`src/rtl/ec_sign_pkg.sv`:
```
// Shared types for the sign-range comparison block: comparison codes and FSM states.
package ec_sign_pkg;

  typedef logic [1:0] cmp_code_t;

  localparam cmp_code_t CMP_LT = 2'd0;
  localparam cmp_code_t CMP_EQ = 2'd1;
  localparam cmp_code_t CMP_GT = 2'd2;

  typedef enum logic {
    IDLE    = 1'b0,
    COMPARE = 1'b1
  } state_e;

endpackage

```
`src/rtl/ec_mr_digit_cmp.sv`:
```
// Sticky MSD-first digit comparator. The code output already includes the digit
// presented this cycle, so a caller can register the final result on the last beat.
module ec_mr_digit_cmp
  import ec_sign_pkg::*;
#(
  parameter int unsigned MR_WIDTH = 18
) (
  input  logic                clk,
  input  logic                reset,
  input  logic                clear,
  input  logic                enable,
  input  logic [MR_WIDTH-1:0] digit,
  input  logic [MR_WIDTH-1:0] threshold,
  output cmp_code_t           code
);

  cmp_code_t r_code;
  cmp_code_t w_code_next;

  // Only an undecided (EQ) code may change; the first differing digit wins.
  always_comb begin
    w_code_next = r_code;
    if (clear) begin
      w_code_next = CMP_EQ;
    end else if (enable && (r_code == CMP_EQ)) begin
      if (digit > threshold) begin
        w_code_next = CMP_GT;
      end else if (digit < threshold) begin
        w_code_next = CMP_LT;
      end
    end
  end

  always_ff @(posedge clk) begin
    if (reset) begin
      r_code <= CMP_EQ;
    end else begin
      r_code <= w_code_next;
    end
  end

  assign code = w_code_next;

endmodule

```
`src/rtl/ec_sign_range_compare.sv`:
```
// Sign-range comparison of a mixed-radix digit stream against positive/negative limits.
// Optional idle-timeout abort is enabled by defining EC_SIGN_CMP_TIMEOUT_EN.
module ec_sign_range_compare
  import ec_sign_pkg::*;
#(
  parameter int unsigned DATA_WIDTH = 18,
  parameter int unsigned MR_WIDTH   = 18,
  parameter int unsigned NUM_DIGITS = 8,
  parameter int unsigned TIMEOUT    = 64
) (
  input  logic                  clk,
  input  logic                  reset,
  input  logic                  start,
  input  logic [DATA_WIDTH-1:0] Y_in,
  input  logic [DATA_WIDTH-1:0] cor_in,
  input  logic                  mr_valid,
  input  logic [MR_WIDTH-1:0]   mr_digit,
  input  logic [MR_WIDTH-1:0]   thr_a,
  input  logic [MR_WIDTH-1:0]   thr_b,
  input  logic                  mr_last,
  output logic                  busy,
  output logic                  done,
  output logic                  len_err,
  output logic [1:0]            sign_out_A,
  output logic [1:0]            sign_out_B,
  output logic [DATA_WIDTH-1:0] Y_out,
  output logic [DATA_WIDTH-1:0] cor_out
);

  localparam int unsigned CntW = $clog2(NUM_DIGITS + 1);

  state_e                r_state;
  state_e                w_state_next;
  logic [CntW-1:0]       r_cnt;
  logic [CntW-1:0]       w_cnt_inc;
  logic [DATA_WIDTH-1:0] r_y;
  logic [DATA_WIDTH-1:0] r_cor;
  logic                  r_done;
  logic                  r_len_err;
  cmp_code_t             r_sign_a;
  cmp_code_t             r_sign_b;
  logic [DATA_WIDTH-1:0] r_y_out;
  logic [DATA_WIDTH-1:0] r_cor_out;

  logic      w_accept_start;
  logic      w_beat;
  logic      w_hit_count;
  logic      w_final_beat;
  logic      w_beat_len_err;
  logic      w_timeout;
  logic      w_complete;
  cmp_code_t w_code_a;
  cmp_code_t w_code_b;

  assign w_accept_start = (r_state == IDLE) && start;
  assign w_beat         = (r_state == COMPARE) && mr_valid;
  assign w_cnt_inc      = r_cnt + CntW'(1);
  assign w_hit_count    = (w_cnt_inc == CntW'(NUM_DIGITS));
  assign w_final_beat   = w_beat && (mr_last || w_hit_count);
  // Reaching the count without mr_last is also a length error.
  assign w_beat_len_err = mr_last ? !w_hit_count : 1'b1;
  assign w_complete     = w_final_beat || w_timeout;

`ifdef EC_SIGN_CMP_TIMEOUT_EN
  localparam int unsigned IdleW = $clog2(TIMEOUT + 1);

  logic [IdleW-1:0] r_idle;

  assign w_timeout = (r_state == COMPARE) && !mr_valid && (r_idle == IdleW'(TIMEOUT - 1));

  always_ff @(posedge clk) begin
    if (reset) begin
      r_idle <= '0;
    end else if ((r_state != COMPARE) || mr_valid || w_timeout) begin
      r_idle <= '0;
    end else begin
      r_idle <= r_idle + IdleW'(1);
    end
  end
`else
  logic w_unused_timeout;

  assign w_timeout        = 1'b0;
  assign w_unused_timeout = (TIMEOUT != 0);
`endif

  ec_mr_digit_cmp #(
    .MR_WIDTH (MR_WIDTH)
  ) u_cmp_a (
    .clk       (clk),
    .reset     (reset),
    .clear     (w_accept_start),
    .enable    (w_beat),
    .digit     (mr_digit),
    .threshold (thr_a),
    .code      (w_code_a)
  );

  ec_mr_digit_cmp #(
    .MR_WIDTH (MR_WIDTH)
  ) u_cmp_b (
    .clk       (clk),
    .reset     (reset),
    .clear     (w_accept_start),
    .enable    (w_beat),
    .digit     (mr_digit),
    .threshold (thr_b),
    .code      (w_code_b)
  );

  always_ff @(posedge clk) begin
    if (reset) begin
      r_state <= IDLE;
    end else begin
      r_state <= w_state_next;
    end
  end

  always_comb begin
    w_state_next = r_state;
    unique case (r_state)
      IDLE:    if (start)      w_state_next = COMPARE;
      COMPARE: if (w_complete) w_state_next = IDLE;
      default:                 w_state_next = IDLE;
    endcase
  end

  always_comb begin
    busy       = (r_state == COMPARE);
    done       = r_done;
    len_err    = r_len_err;
    sign_out_A = r_sign_a;
    sign_out_B = r_sign_b;
    Y_out      = r_y_out;
    cor_out    = r_cor_out;
  end

  always_ff @(posedge clk) begin
    if (reset) begin
      r_cnt     <= '0;
      r_y       <= '0;
      r_cor     <= '0;
      r_done    <= 1'b0;
      r_len_err <= 1'b0;
      r_sign_a  <= CMP_LT;
      r_sign_b  <= CMP_LT;
      r_y_out   <= '0;
      r_cor_out <= '0;
    end else begin
      r_done <= w_complete;
      if (w_accept_start) begin
        r_cnt <= '0;
        r_y   <= Y_in;
        r_cor <= cor_in;
      end else if (w_beat) begin
        r_cnt <= w_cnt_inc;
      end
      if (w_complete) begin
        r_y_out   <= r_y;
        r_cor_out <= r_cor;
        // A timed-out stream reports EQ so downstream applies no correction.
        r_len_err <= w_timeout ? 1'b1 : w_beat_len_err;
        r_sign_a  <= w_timeout ? CMP_EQ : w_code_a;
        r_sign_b  <= w_timeout ? CMP_EQ : w_code_b;
      end
    end
  end

endmodule
```
`config.mk`:
```
export PLATFORM = sky130hd
export DESIGN_NAME = ec_sign_range_compare
export DESIGN_NICKNAME = d
export VERILOG_FILES = /design/src/rtl/ec_sign_pkg.sv /design/src/rtl/ec_mr_digit_cmp.sv /design/src/rtl/ec_sign_range_compare.sv
export SDC_FILE = /design/constraint.sdc
export NUM_CORES = 1
export LEC_CHECK = 0
export ABC_CLOCK_PERIOD_IN_PS = 2400
export CORE_MARGIN = 2
export CORE_UTILIZATION = 40
export CTS_CLUSTER_SIZE = 25
export DETAILED_ROUTE_END_ITERATION = 12
export PLACE_DENSITY = 0.7
export SLEW_MARGIN = 5
export SYNTH_ARGS = -nofsm -noshare
export SYNTH_HDL_FRONTEND = slang
export SYNTH_HIERARCHICAL = 1
export SYNTH_SLANG_ARGS = --single-unit
```
`constraint.sdc`:
```
create_clock -name clk -period 2.4 [get_ports clk]
set_clock_uncertainty 0.05 [all_clocks]
set_input_delay 0.72 -clock clk [delete_from_list [all_inputs] [get_ports clk]]
set_output_delay 0.72 -clock clk [all_outputs]
set_load 0.01 [all_outputs]
```
==> results of run 1 <==
-- cells in the mapped netlist (3+ instances only) --
| cell type | count | area (um^2) |
|---|---|---|
| o21ai_0 | 4 | 20.0 |
| nand2_1 | 78 | 293 |
| buf_2 | 21 | 105 |
| nand3_1 | 42 | 210 |
| o21ai_1 | 3 | 15.0 |
| clkbuf_1 | 8 | 30.0 |
| buf_8 | 4 | 60.1 |
| nor2b_1 | 4 | 25.0 |
| a21oi_2 | 40 | 350 |
| dfxtp_1 | 87 | 1740 |
| ha_1 | 37 | 463 |
| inv_1 | 36 | 135 |
| o21bai_1 | 4 | 30.0 |
| a21oi_1 | 51 | 255 |
| o21ai_2 | 40 | 350 |
| nor2_1 | 8 | 30.0 |
| nor3_1 | 8 | 40.0 |
| nand4_1 | 6 | 37.5 |
| and4_4 | 4 | 45.0 |
-- metal layers --
metal / vias to the layer above / global-route usage (%) / wire length, um
met5: - / 0 / 0
met4: 0 / 5.68 / 223
met3: 21 / 3.32 / 482
met2: 97 / 34.4 / 6400
met1: 1983 / 22.5 / 5290
li1: 2116 / - / -
-- what timing repair did --
item | 4_1_cts | 5_1_grt
setup endpoints to repair | 2 | 7
setup buffers | 0 | 2
gates cloned | 0 | 0
gates resized for setup | 3 | 62
pin swaps | 1 | 31
-- critical path, stage by stage --
cell	delay, ps
clkdlybuf4s50_1	470
ha_1	340
and4_4	210
a21oi_1	160
nand4_1	180
nor3_2	180
o21bai_1	110
o21ai_2	70
a21oi_2	60
-- per-stage QoR --
step | total power [mW] | std cells | utilization (%) | hold WS, ps
6_report | 3.60 | 818 | 61.4 | 406
5_1_grt | 3.76 | 818 | 61.4 | 428
4_1_cts | 3.56 | 816 | 58.2 | 406
3_5_place_dp | 2.12 | 800 | 55.3 | 398
3_3_place_gp | 2.11 | 800 | 55.3 | 391
2_1_floorplan | 1.83 | 523 | - | 383
-- state kept, by name (all words and copies together), names as in the netlist --
register and cells:
Y_out 18, cor_out 18, r_cor 18, r_y 18, r_cnt 4, sign_out_A 2, sign_out_B 2, u_cmp_a/r_code 2
u_cmp_b/r_code 2, busy 1, done 1, len_err 1
-- placed cells by master, fill, tap and decap left out, types with 3 or more instances in the layout --
cell type          n
clkbuf_16          9
buf_4             30
nor3_2             3
a211oi_2           3
ha_4              16
clkdlybuf4s50_1  113
and4_4             4
inv_1             27
nand2_1           77
o21ai_0            4
dlymetal6s2s_1    23
o21bai_1           3
ha_1              21
a21oi_2           41
nor2b_1            3
nand4_1            6
dfxtp_1           87
nor2_1             6
nand3_1           42
buf_12             5
inv_2             10
a21oi_1           50
nor3_1             5
o21ai_2           40
-- logic make-up after synthesis --
group                    synth area share, %
AO/OA/AOI/OAI                           26.4
XOR/XNOR                               0.569
adder cells (fa/ha/maj)                 10.0
buffers and inverters                   7.56
flip-flops                              37.7
multiplexers                           0.217
AND/OR/NAND/NOR                         17.5
-- power breakdown --
group | switching (mW) | total [mW] | internal (mW)
clock network | 0.586 | 1.44 | 0.851
registers | 0.0336 | 1.53 | 1.49
logic | 0.297 | 0.636 | 0.339
-- cell type report --
type / instances / area (um^2) / share of cell area (%)
inverters: 37 / 139 / 2.00
well taps: 143 / 179 / 2.57
multi-input cells: 364 / 2830 / 40.8
clock buffers: 10 / 239 / 3.44
repair buffers: 171 / 1740 / 25.1
clock inverters: 6 / 75.1 / 1.08
flip-flops and latches: 87 / 1740 / 25.1
-- worst paths after layout --
| kind | cells after the start | end | from |
|---|---|---|---|
| setup / recovery | 9 | sign_out_A[0]$_SDFFE_PP0P_ | mr_digit[17] |
| hold / removal | 2 | r_cor[17]$_SDFFE_PP0P_ | r_cor[17]$_SDFFE_PP0P_ |
| setup reg to reg | 5 | cor_out[3]$_SDFFE_PP0P_ | r_cnt[1]$_SDFFE_PP0P_ |
| hold reg to reg | 2 | r_cor[17]$_SDFFE_PP0P_ | r_cor[17]$_SDFFE_PP0P_ |
==> impl_metrics.ini, run 1 <==
[routing]
vias = 4217
avgRoutedWirePerCell_um = 15.2
viasPerCell = 5.16
antenna_left = 0
drc = 0
drtIter0Drc = 240
dr.pass1.iters = 4
finalWirelength_um = 12400

[yosys]
synth_ff_type = dfxtp_1
syn_area_mm2 = 0.00462
ys_seq_area_share_pct = 37.7
async_flop_share_pct = 0
synth-edff-count = 0
synth_area_per_cell_um2 = 8.83
synth_seq_cells = 87
yosysWarnings = 6
synth_cell_types = 47
synth_nets = 655
synthCells = 523

[global_route]
grt_max_degree = 48
gr-total-overflow = 0
grt_pass1_wl_um = 19400
grt_usage_pct = 18.8
antenna_found_initial = 0
grt_pass1_vias = 4167

[worst_setup_path]
cp_max_fo = 3
cp-end-kind = flop
rrSetupSlack_ps = 600
required_ps = 2550
critical_path_class = in2reg
critPathArrivalTime_ps = 2510
worst_setup_path_start_kind = input port

[layout]
nFillCells = 964
drive_gt1_share_pct = 28.3
fin_nets = 802
area_delta_synth_final_pct = 50.6
postLayoutCellArea_mm2 = 0.00695
n_antenna_cell = 0

[placed_design]
postPlaceCellArea_mm2 = 0.00627
io_buffers = 137
post-place-ws_ps = -393
place.detailed.hpwl_um = 8690
place_congestion = 0.782

[clock_tree]
cts_buffer_depth = 2
htreeDepth = 3
numCtsBuffers = 9
clk_latency_ps = 340
holdBufCountCts = 0
cts.sinks = 87
tritoncts = yes
cts-root-buf = clkbuf_16
clk_pin_slew_worst_paths_ps = 60

[sta]
hold_viol_final = 0
maxSlewHeadroom_pct = 51.9
fin_crit_ps = 2360
period_share_pct = 98.2
worst_pin_slew_ps = 719
setup_slack_ps = 44.3
setup_viol = 0
rsz0062_at_grt = true
tns_ps = 0
fmax_mhz = 425
drv_slew = 0

[status]
run_status = complete, no violations

[floorplanning]
die_h_um = 111
initial_core_util_pct = 40.8
num_rows = 39
die_area_mm2 = 0.0124
core_area_mm2 = 0.0113
die_w_um = 111
pin_count = 138

[power_and_ir_drop]
vdd_drop_max_mv = 0.399
leakage_nw = 2.72
power.density_mw_per_mm2 = 518

[hold_path]
min_path_type = reg2reg

[flow_run]
cap_viol_max_count = 0
Power figures use the tool's default switching activity.
==> run 2: changes to the inputs <==
ABC_CLOCK_PERIOD_IN_PS = 2340   (was 2400)
RECOVER_POWER = 50   (was not set)
clock period = 2.34 ns   (was 2.4 ns; I/O delays follow)
==> impl_metrics.ini, run 2 (synthesis results as in run 1) <==
[layout]
most-common-layout-cells = dfxtp_1 (87), nand2_1 (78), clkdlybuf4s50_1 (77)
drive_gt1_share_pct = 30.1
mostFrequentLayoutCell = dfxtp_1
postLayoutCellArea_mm2 = 0.00710
area_delta_synth_final_pct = 53.7
postLayoutCoreUtil_pct = 62.7
nFillCells = 942
fin_nets = 798
n_antenna_cell = 0

[sta]
hold_viol_final = 0
holdWs_ps = 411
period_share_pct = 100
worst_pin_slew_ps = 1130
rsz0062_at_grt = true
maxSlewHeadroom_pct = 24.6
fin_crit_ps = 2340
drv_slew = 0
fmax_mhz = 426
setup_viol = 1
setup_slack_ps = -4.69

[routing]
dr.pass1.iters = 4
dr_wl_met3_um = 564
m1WireLength_um = 5190
vias = 4284
drc = 0
avgRoutedWirePerCell_um = 15.8
viasPerCell = 5.26
wl_met2_um = 6700
antenna_left = 0
finalWirelength_um = 12800
drtIter0Drc = 283
routed.top_layer = met4

[floorplanning]
num_rows = 39
core_area_mm2 = 0.0113
die_w_um = 111
die_area_mm2 = 0.0124
die_h_um = 111
initial_core_util_pct = 40.8
pin_count = 138

[clock_tree]
htreeDepth = 3
tritoncts = yes
cts.sinks = 87
clk_latency_ps = 340
clk_pin_slew_worst_paths_ps = 60
cts_buffer_depth = 2
numCtsBuffers = 9
cts-root-buf = clkbuf_16

[global_route]
grt_pass1_wl_um = 20300
gr-total-overflow = 0
grt_usage_pct = 19.8
antenna_found_initial = 0
grt_pass1_vias = 4426
grt_max_degree = 44

[placed_design]
postPlaceCellArea_mm2 = 0.00627
place_congestion = 0.791
io_buffers = 137
place.detailed.hpwl_um = 8700
post-place-ws_ps = -462

[power_and_ir_drop]
power.density_mw_per_mm2 = 551
vdd_drop_max_mv = 0.376
leakage_nw = 2.91
p_total_mw = 3.91

[hold_path]
min_path_type = reg2reg

[worst_setup_path]
cpMaxStageDelayCell = clkdlybuf4s50_1
worstPathCellList = clkdlybuf4s50_1 -> inv_1 -> ha_4 -> a211o_1 -> o211ai_1 -> nand4_1 -> nor3_2 -> o21bai_1 -> o21ai_2 -> a21oi_2
cp_max_fo = 2
critPathArrivalTime_ps = 2500
required_ps = 2490
critical_path_class = in2reg
worst_setup_path_start_kind = input port
critPathMaxStageDelay_ps = 460
cp-end-kind = flop

[status]
run_status = finished with violations
violations = negative setup slack

[flow_run]
cap_viol_max_count = 0
[run 2: per-stage QoR]
stage | setup TNS [ps] | std cells
after global routing | -282 | 814
final | -4.69 | 814
after floorplan | 0 | 523
after detailed placement | -3810 | 797
after global placement | -2850 | 797
after CTS | -91.8 | 813
[run 2: metal layers]
metal	track usage [%]	vias up
met5	0	-
met4	8.31	0
met3	3.81	27
met2	36.4	132
met1	22.3	2012
li1	-	2113
[run 2: area by class of cell]
type	instances	area, um^2	area share, %
clock inverter	7	125	1.76
inverter	37	139	1.96
timing repair buffer	167	1740	24.6
tap	143	179	2.52
multi-input combinational	364	2940	41.5
sequential	87	1740	24.5
clock buffer	9	225	3.17
[run 2: power by group]
group | total [mW] | switching [mW] | internal (mW) | leakage, nW
combinational | 0.668 | 0.316 | 0.353 | 2.03
sequential | 1.56 | 0.0336 | 1.53 | 0.708
clock | 1.68 | 0.619 | 1.06 | 0.171
[run 2: worst paths after layout]
kind	from	to	slack (ps)	cells past startpoint
max	thr_a[15]	sign_out_A[0]$_SDFFE_PP0P_	-5	10
min	r_y[17]$_SDFFE_PP0P_	r_y[17]$_SDFFE_PP0P_	410	2
max reg2reg	r_cnt[1]$_SDFFE_PP0P_	Y_out[7]$_SDFFE_PP0P_	390	4
min reg2reg	r_y[17]$_SDFFE_PP0P_	r_y[17]$_SDFFE_PP0P_	410	2
[run 2: critical path: cells and delay by family]
kind / cells / cell delay, ps
compound gates: 5 / 640
fa+ha+maj: 1 / 210
buf+inv: 2 / 520
simple gates: 2 / 420
[run 2: what timing repair did]
item / CTS / global route
hold buffers: 0 / 0
setup endpoints to repair: 5 / 8
endpoints found under the hold margin: 0 / 0
gates resized for setup: 6 / 89
pin swaps: 7 / 36
setup buffers: 0 / 1
